$ cat config.mk
export PLATFORM = sky130hd
export DESIGN_NAME = switch_debounce_flat
export DESIGN_NICKNAME = d
export VERILOG_FILES = /design/src/rtl/switch_debounce_pkg.sv /design/src/rtl/switch_debounce_if.sv /design/src/rtl/switch_debounce_chan.sv /design/src/rtl/switch_debounce.sv /design/src/flat_wrapper.sv
export SDC_FILE = /design/constraint.sdc
export NUM_CORES = 1
export LEC_CHECK = 0
export CAP_MARGIN = 20
export CORE_ASPECT_RATIO = 0.7
export CORE_UTILIZATION = 40
export CTS_BUF_LIST = sky130_fd_sc_hd__clkbuf_4 sky130_fd_sc_hd__clkbuf_8
export CTS_CLUSTER_SIZE = 14
export DETAILED_ROUTE_END_ITERATION = 10
export PLACE_DENSITY = 0.66
export SLEW_MARGIN = 10
export SYNTH_ARGS = -nofsm -noshare
export SYNTH_HDL_FRONTEND = slang
export SYNTH_SLANG_ARGS = --single-unit
export TNS_END_PERCENT = 1
$ cat constraint.sdc
create_clock -name CLK -period 3.95 [get_ports CLK]
set_input_delay 0.5925 -clock CLK [delete_from_list [all_inputs] [get_ports CLK]]
set_output_delay 0.5925 -clock CLK [all_outputs]
set_load 0.005 [all_outputs]
$ cat src/rtl/switch_debounce_pkg.sv
// Shared constants and types for the switch debounce block.
// Board clock and debounce window set the default settle time.
package switch_debounce_pkg;

  localparam int CLK_HZ      = 16_000_000;
  localparam int DEBOUNCE_MS = 10;
  localparam int DEFAULT_DEBOUNCE_CYCLES =
    CLK_HZ / 1000 * DEBOUNCE_MS;

  typedef struct packed {
    logic state;
    logic press;
    logic rel;
    logic toggle;
  } chan_out_t;

endpackage

$ cat src/rtl/switch_debounce_if.sv
// Switch pins in, conditioned switch levels and pulses out.
// master = consumer/board side, slave = debounce block.
interface switch_debounce_if #(
  parameter int WIDTH = 4
);

  logic [WIDTH-1:0] SW_IN;
  logic [WIDTH-1:0] SW_STATE;
  logic [WIDTH-1:0] SW_PRESS;
  logic [WIDTH-1:0] SW_RELEASE;
  logic [WIDTH-1:0] SW_TOGGLE;

  modport master (
    output SW_IN,
    input  SW_STATE,
    input  SW_PRESS,
    input  SW_RELEASE,
    input  SW_TOGGLE
  );

  modport slave (
    input  SW_IN,
    output SW_STATE,
    output SW_PRESS,
    output SW_RELEASE,
    output SW_TOGGLE
  );

endinterface

$ cat src/rtl/switch_debounce_chan.sv
// One switch channel: 2-flop sync, settle counter, level,
// press/release pulses and press-toggled latch.
module debounce_chan
  import switch_debounce_pkg::*;
#(
  parameter int DEBOUNCE_CYCLES = DEFAULT_DEBOUNCE_CYCLES,
  parameter int CNT_W           = 18
) (
  input  logic      CLK,
  input  logic      RST,
  input  logic      sw_n,
  output chan_out_t out
);

  localparam logic [CNT_W-1:0] LAST =
    CNT_W'(DEBOUNCE_CYCLES - 1);

  logic             s1;
  logic             s2;
  logic [CNT_W-1:0] cnt;
  logic             state;
  logic             press;
  logic             rel;
  logic             toggle;

  always_ff @(posedge CLK) begin
    if (RST) begin
      s1     <= 1'b0;
      s2     <= 1'b0;
      cnt    <= '0;
      state  <= 1'b0;
      press  <= 1'b0;
      rel    <= 1'b0;
      toggle <= 1'b0;
    end else begin
      s1     <= sw_n;
      s2     <= s1;
      press  <= 1'b0;
      rel    <= 1'b0;
      toggle <= toggle ^ press;
      // any return to the held level restarts the window
      if (s2 == state) begin
        cnt <= '0;
      end else if (cnt == LAST) begin
        cnt   <= '0;
        state <= s2;
        press <= s2;
        rel   <= ~s2;
      end else begin
        cnt <= cnt + 1'b1;
      end
    end
  end

  assign out.state  = state;
  assign out.press  = press;
  assign out.rel    = rel;
  assign out.toggle = toggle;

endmodule

$ cat src/rtl/switch_debounce.sv
// Debounces WIDTH raw switch pins into clean levels,
// edge pulses and toggle latches, normalised so 1 = pressed.
module switch_debounce
  import switch_debounce_pkg::*;
#(
  parameter int WIDTH           = 4,
  parameter int DEBOUNCE_CYCLES = DEFAULT_DEBOUNCE_CYCLES,
  parameter int CNT_W           = 18,
  parameter bit ACTIVE_LOW      = 1'b1
) (
  input  logic               CLK,
  input  logic               RST,
  switch_debounce_if.slave   sw
);

  if (DEBOUNCE_CYCLES < 2) begin : g_bad_cycles
    $error("DEBOUNCE_CYCLES must be >= 2");
  end

  if ((64'd1 << CNT_W) <= 64'(DEBOUNCE_CYCLES)) begin : g_bad_cnt_w
    $error("CNT_W too narrow for DEBOUNCE_CYCLES");
  end

  logic [WIDTH-1:0] sw_n;
  chan_out_t        chan [WIDTH];

  assign sw_n = sw.SW_IN ^ {WIDTH{ACTIVE_LOW}};

  for (genvar i = 0; i < WIDTH; i++) begin : g_chan
    debounce_chan #(
      .DEBOUNCE_CYCLES (DEBOUNCE_CYCLES),
      .CNT_W           (CNT_W)
    ) u_chan (
      .CLK  (CLK),
      .RST  (RST),
      .sw_n (sw_n[i]),
      .out  (chan[i])
    );

    assign sw.SW_STATE[i]   = chan[i].state;
    assign sw.SW_PRESS[i]   = chan[i].press;
    assign sw.SW_RELEASE[i] = chan[i].rel;
    assign sw.SW_TOGGLE[i]  = chan[i].toggle;
  end

endmodule

$ cat src/flat_wrapper.sv
// flat-port wrapper written by rule: the top's interface ports become plain ports
module switch_debounce_flat import switch_debounce_pkg::*;
#(
  parameter int WIDTH           = 4,
  parameter int DEBOUNCE_CYCLES = DEFAULT_DEBOUNCE_CYCLES,
  parameter int CNT_W           = 18,
  parameter bit ACTIVE_LOW      = 1'b1
)
  (CLK, RST, sw_SW_IN, sw_SW_STATE, sw_SW_PRESS, sw_SW_RELEASE, sw_SW_TOGGLE);
  switch_debounce_if #(.WIDTH(WIDTH)) sw_i ();
  input  logic CLK;
  input  logic RST;
  input wire logic [$bits(sw_i.SW_IN)-1:0] sw_SW_IN;
  output wire logic [$bits(sw_i.SW_STATE)-1:0] sw_SW_STATE;
  output wire logic [$bits(sw_i.SW_PRESS)-1:0] sw_SW_PRESS;
  output wire logic [$bits(sw_i.SW_RELEASE)-1:0] sw_SW_RELEASE;
  output wire logic [$bits(sw_i.SW_TOGGLE)-1:0] sw_SW_TOGGLE;
  assign sw_i.SW_IN = sw_SW_IN;
  assign sw_SW_STATE = sw_i.SW_STATE;
  assign sw_SW_PRESS = sw_i.SW_PRESS;
  assign sw_SW_RELEASE = sw_i.SW_RELEASE;
  assign sw_SW_TOGGLE = sw_i.SW_TOGGLE;
  switch_debounce #(.WIDTH(WIDTH), .DEBOUNCE_CYCLES(DEBOUNCE_CYCLES), .CNT_W(CNT_W), .ACTIVE_LOW(ACTIVE_LOW)) u_core (.CLK(CLK), .RST(RST), .sw(sw_i));
endmodule
==> results of run 1 <==
-- power by group through the flow --
stage	Clock (µW)	Combinational (µW)	Sequential [µW]
final	833	24.4	975
after global placement	0	24.4	998
after CTS	858	24.8	975
after global routing	892	27.3	976
after floorplan	0	17.0	997
after detailed placement	0	24.7	998
-- worst max-delay path: cells and delay by family (launching register included) --
kind / cells / cell delay, ps
flip-flops: 1 / 410
AO/OA/AOI/OAI: 1 / 370
AND/OR/NAND/NOR: 3 / 1230
-- flip-flops by register name, indices dropped and copies added (netlist names) --
signal                       flops
u_core.g_chan.u_chan.state       4
u_core.g_chan.u_chan.s2          4
u_core.g_chan.u_chan.rel         4
u_core.g_chan.u_chan.cnt        72
u_core.g_chan.u_chan.toggle      4
u_core.g_chan.u_chan.press       4
u_core.g_chan.u_chan.s1          4
-- metal layers --
metal | wire (µm) | track usage | vias to the layer above
li1 | - | - | 1587
met1 | 4150 | 0.219 | 1398
met2 | 3290 | 0.227 | 33
met3 | 247 | 0.0550 | 9
met4 | 99 | 0.0530 | 0
met5 | 0 | 0 | -
-- worst max path at each step --
stage	slack [ps]	startpoint	to	depth (start not counted)
6_report	1820	u_core.g_chan[2].u_chan.cnt[3]	u_core.g_chan[2].u_chan.cnt[12]	4
5_1_grt	1620	u_core.g_chan[2].u_chan.cnt[3]	u_core.g_chan[2].u_chan.cnt[12]	4
4_1_cts	1820	u_core.g_chan[2].u_chan.cnt[3]	u_core.g_chan[2].u_chan.cnt[12]	4
3_5_place_dp	1730	RST	u_core.g_chan[1].u_chan.cnt[17]	5
3_3_place_gp	1780	RST	u_core.g_chan[1].u_chan.cnt[16]	5
2_1_floorplan	2120	u_core.g_chan[1].u_chan.cnt[15]	u_core.g_chan[1].u_chan.cnt[1]	4
-- cells in the final DEF, fill, tap and decap left out, drive strengths merged, types with 3 or more instances in the layout --
cell / n
mux2i: 3
nor2: 78
clkbuf: 10
dfxtp: 96
nor2b: 5
nand3: 36
or4: 4
inv: 6
and3: 9
o41ai: 3
nand2: 17
nor4b: 4
or3b: 3
xor2: 14
clkdlybuf4s50: 21
nand4: 17
xnor2: 48
nor4: 19
bufinv: 4
nand2b: 11
ha: 4
nor3: 23
a21oi: 10
or3: 4
o21ai: 8
-- final cells by class --
| type | count | area (µm²) | share of cell area |
|---|---|---|---|
| Clock buffer | 10 | 138 | 0.0297 |
| Clock inverter | 6 | 130 | 0.0281 |
| Inverter | 6 | 22.5 | 0.00486 |
| Multi-Input combinational cell | 332 | 2050 | 0.441 |
| Sequential cell | 96 | 1920 | 0.415 |
| Tap cell | 128 | 160 | 0.0345 |
| Timing Repair Buffer | 22 | 218 | 0.0470 |
-- through the flow --
| step | utilization | hold WS [ps] | total power, µW | area (µm²) |
|---|---|---|---|---|
| 2_1_floorplan | - | 414 | 1010 | 4180 |
| 3_3_place_gp | 0.441 | 421 | 1020 | 4370 |
| 3_5_place_dp | 0.441 | 430 | 1020 | 4370 |
| 4_1_cts | 0.468 | 452 | 1860 | 4640 |
| 5_1_grt | 0.468 | 461 | 1900 | 4640 |
| 6_report | 0.468 | 448 | 1830 | 4640 |
-- kinds of logic after synthesis --
group                      synth area share
buffers and inverters                0.0506
AOI/OAI and AO/OA                    0.0434
DFF                                   0.460
xor gates and xnor gates              0.130
adders and majority gates            0.0120
and+or+nand+nor                       0.297
muxes                               0.00719
==> metrics.txt, run 1 <==
Slew HR 0.635; async set or reset register ratio after synthesis 0; die area 10900 µm²; Yosys top cell area share 0.460; row count 30; HP Start u_core.g_chan[2].u_chan.s1; most frequent cell after synthesis dfxtp_1; Post-synth EDFFs 0; antenna violation net count after detailed routing 0; cts bufs inserted 9; vias in the first global route 2816; wire length per cell 13.0 µm; initial core utilization 0.422; P&R area growth vs syn 10.9%; number of standard cells after synthesis 463; layout cell share with drive strength beyond 1 0.0720; final worst setup slack 1820 ps; Commonest cells post-synth dfxtp_1, nor2_1, xnor2_1; Setup Skew 4.62 ps; status finished clean; Post-DP HPWL 5430 µm; largest net degree at the start of global routing 19; Synth cell types 43; Hold Buf Count CTS 0; CP max FO 15; Num Clock Sinks 96; HP Class flip-flop to flip-flop; fin nets 477; sequential share of the synthesized area 0.460; I/O pins 22; Slowest-stage cell, CP or4b_4; syn nets 473; Clk network pwr share 0.455; CP startpoint kind flip-flop; layout filler cell count 976; DP Cell Count 584; Die X 124 µm; Clock Path Buffers 2; crit-path cells nand4_1 -> or4b_4 -> o21ai_4 -> nor2_1; reg2reg path depth 4; post-synthesis cell area 4180 µm²; WL final 7780 µm; clk_lat worst skew 370 ps; share of power burned in registers 0.532; initial DRC count 129; Cell Int Power 1480 µW; Layout Cells excl Fill 600; CP Capture Type flip-flop; clock-pin slew on the worst setup and hold paths 90 ps; Net Sw Frac 0.191; Resized cells post-CTS 0; pwr/cell area 395 nW/µm²; Area contributors post-synth dfxtp_1, xnor2_1, nor2_1; sum of negative setup slack 0 ps; Place WS 1730 ps; ratio of final minimum period to clock period 0.539; final hold violation count 0; CTS tree built; CTS H-tree lvls 3; total number of vias 3027; final setup fails 0; reg2reg start u_core.g_chan[2].u_chan.cnt[3]; CORE AREA 9910 µm²; Post-CTS Setup Repair Bufs 0; port bufs 21; CP arrival 2370 ps; Combinational Power Share 0.013; first-pass GRT wire length 13200 µm; Leakage 0.00135 µW; WHS Path Cells 1; Max Cap Viol 0; Hold Path Sink u_core.g_chan[2].u_chan.s2; vias per inst 5.05; Mean Syn Cell Area 9.03 µm²; Antenna Cells 0; drt drc 0; Worst R2R End u_core.g_chan[2].u_chan.cnt[12]; YS warnings 0; Max Fclk 470 MHz; GP Congestion 0.822; r2r setup slk 1820 ps; Setup CP Type flip-flop to flip-flop; Initial DRT Pass Iterations 4; grt ovf 0; Worst-Margin Slew 543 ps; worst endpoint required time 4190 ps; Sw Pwr 351 µW; GRT Overall Usage 0.158; RSZ-0062 raised after global routing false; final max-slew violation count 0; initial antenna violation count 0; crit path time final 2130 ps; peak supply drop 0.000183 V; clk root buf clkbuf_8; post-synthesis register bit count 96; top_reg_cell synth dfxtp_1; Crit path largest cell delay 690 ps; largest area contributor in the netlist dfxtp_1; overall die height 87.5 µm
(Power assumes the default switching activity.)
==> run 2, diff against run 1 <==
clock period = 2.03 ns   (was 3.95 ns; I/O delays follow)
==> run 2 against run 1 <==
Against the previous run:
- total power up 69%
- non-clock buffer count up 19
- register-to-register slack worse by 1700 ps
- critical endpoint is now u_core.g_chan[1].u_chan.cnt[1]
- largest cell class unchanged
- largest power group unchanged
==> metrics.txt, run 2 (synthesis results as in run 1) <==
vias in the first global route 2876; vias per inst 5.05; clock-pin slew on the worst setup and hold paths 90 ps; die area 10900 µm²; final hold violation count 0; overall die height 87.5 µm; ratio of final minimum period to clock period 0.943; P&R area growth vs syn 12.5%; status finished clean; antenna violation net count after detailed routing 0; GRT Overall Usage 0.160; row count 30; port bufs 21; Post-CTS Setup Repair Bufs 0; Setup Skew 6.98 ps; GP Congestion 0.847; cts bufs inserted 9; CTS H-tree lvls 3; RSZ-0062 raised after global routing false; Max Fclk 523 MHz; CP arrival 2190 ps; Most flops, register u_core.g_chan.u_chan.cnt; initial core utilization 0.422; Resized cells post-CTS 0; Setup CP Type flip-flop to flip-flop; Initial DRT Pass Iterations 4; fin util 0.474; Max Cap Viol 0; HP Class flip-flop to flip-flop; drt drc 0; layout cell share with drive strength beyond 1 0.108; commonest non-fill, non-tap cells in the layout dfxtp_1, nor2_1, xnor2_1; largest net degree at the start of global routing 19; fin nets 496; CP max FO 4; initial DRC count 170; CORE AREA 9910 µm²; initial antenna violation count 0; crit path time final 1910 ps; I/O pins 22; Post-DP HPWL 5600 µm; CTS tree built; Clock Path Buffers 2; Leakage 0.00139 µW; Antenna Cells 0; peak supply drop 0.000380 V; clk_lat worst skew 370 ps; commonest non-fill, non-tap cell in the layout dfxtp_1; CP Capture Type flip-flop; final max-slew violation count 0; Hold Buf Count CTS 0; total number of vias 3127; clk root buf clkbuf_8; Worst-Margin Slew 489 ps; grt ovf 0; worst endpoint required time 2300 ps; wire length per cell 12.7 µm; CP startpoint kind flip-flop; pwr/cell area 659 nW/µm²; WL final 7840 µm; layout filler cell count 957; sum of negative setup slack 0 ps; Slew HR 0.671; final setup fails 0; max FFs per register 72; Num Clock Sinks 96; first-pass GRT wire length 13400 µm; Die X 124 µm
[run 2: final cells by class]
| type | instances | area [µm²] | area share |
|---|---|---|---|
| Tap cell | 128 | 160 | 0.0341 |
| Clock buffer | 11 | 145 | 0.0309 |
| Clock inverter | 5 | 32.5 | 0.00692 |
| Multi-Input combinational cell | 332 | 2050 | 0.435 |
| Sequential cell | 96 | 1920 | 0.409 |
| Inverter | 6 | 22.5 | 0.00479 |
| Timing Repair Buffer | 41 | 373 | 0.0793 |
[run 2: metrics by stage]
stage	setup slack, ps	instance area [µm²]	power, µW	instances	hold slack, ps
after floorplan	203	4180	1970	463	371
after global placement	163	4520	2000	603	419
after detailed placement	141	4520	2000	603	421
after CTS	116	4700	3150	619	427
after global routing	65.5	4700	3240	619	439
final	116	4700	3100	619	438
[run 2: where the power goes]
part           leakage (µW)  internal (µW)  switching, µW  total, µW
Clock             0.0000848            488            660       1150
Combinational      0.000535           26.1           29.0       55.2
Sequential         0.000775           1890           6.17       1900
[run 2: worst paths after layout]
| path | from | to | slack, ps | cells after the start |
|---|---|---|---|---|
| max | u_core.g_chan[1].u_chan.cnt[9] | u_core.g_chan[1].u_chan.cnt[1] | 120 | 4 |
| min reg2reg | u_core.g_chan[3].u_chan.s1 | u_core.g_chan[3].u_chan.s2 | 440 | 1 |
| max reg2reg | u_core.g_chan[1].u_chan.cnt[9] | u_core.g_chan[1].u_chan.cnt[1] | 120 | 4 |
| min | u_core.g_chan[3].u_chan.s1 | u_core.g_chan[3].u_chan.s2 | 440 | 1 |
[run 2: critical path, stage by stage (launching register included)]
cell	delay, ps
dfxtp_1	350
or4b_1	530
or4_4	470
or2_4	290
and3_1	180
[run 2: per-layer routing]
| metal | share of wire | track usage | up-vias |
|---|---|---|---|
| met3 | 0.038 | 0.0458 | 8 |
| met2 | 0.41 | 0.229 | 39 |
| li1 | - | - | 1630 |
| met4 | 0.016 | 0.0736 | 0 |
| met1 | 0.53 | 0.220 | 1450 |
| met5 | 0 | 0 | - |
==> run 3, diff against run 2 <==
SKIP_CTS_REPAIR_TIMING = 1   (was not set)
==> results of run 3 <==
Same layout as run 2: the final DEF is identical, and so are final timing and power.
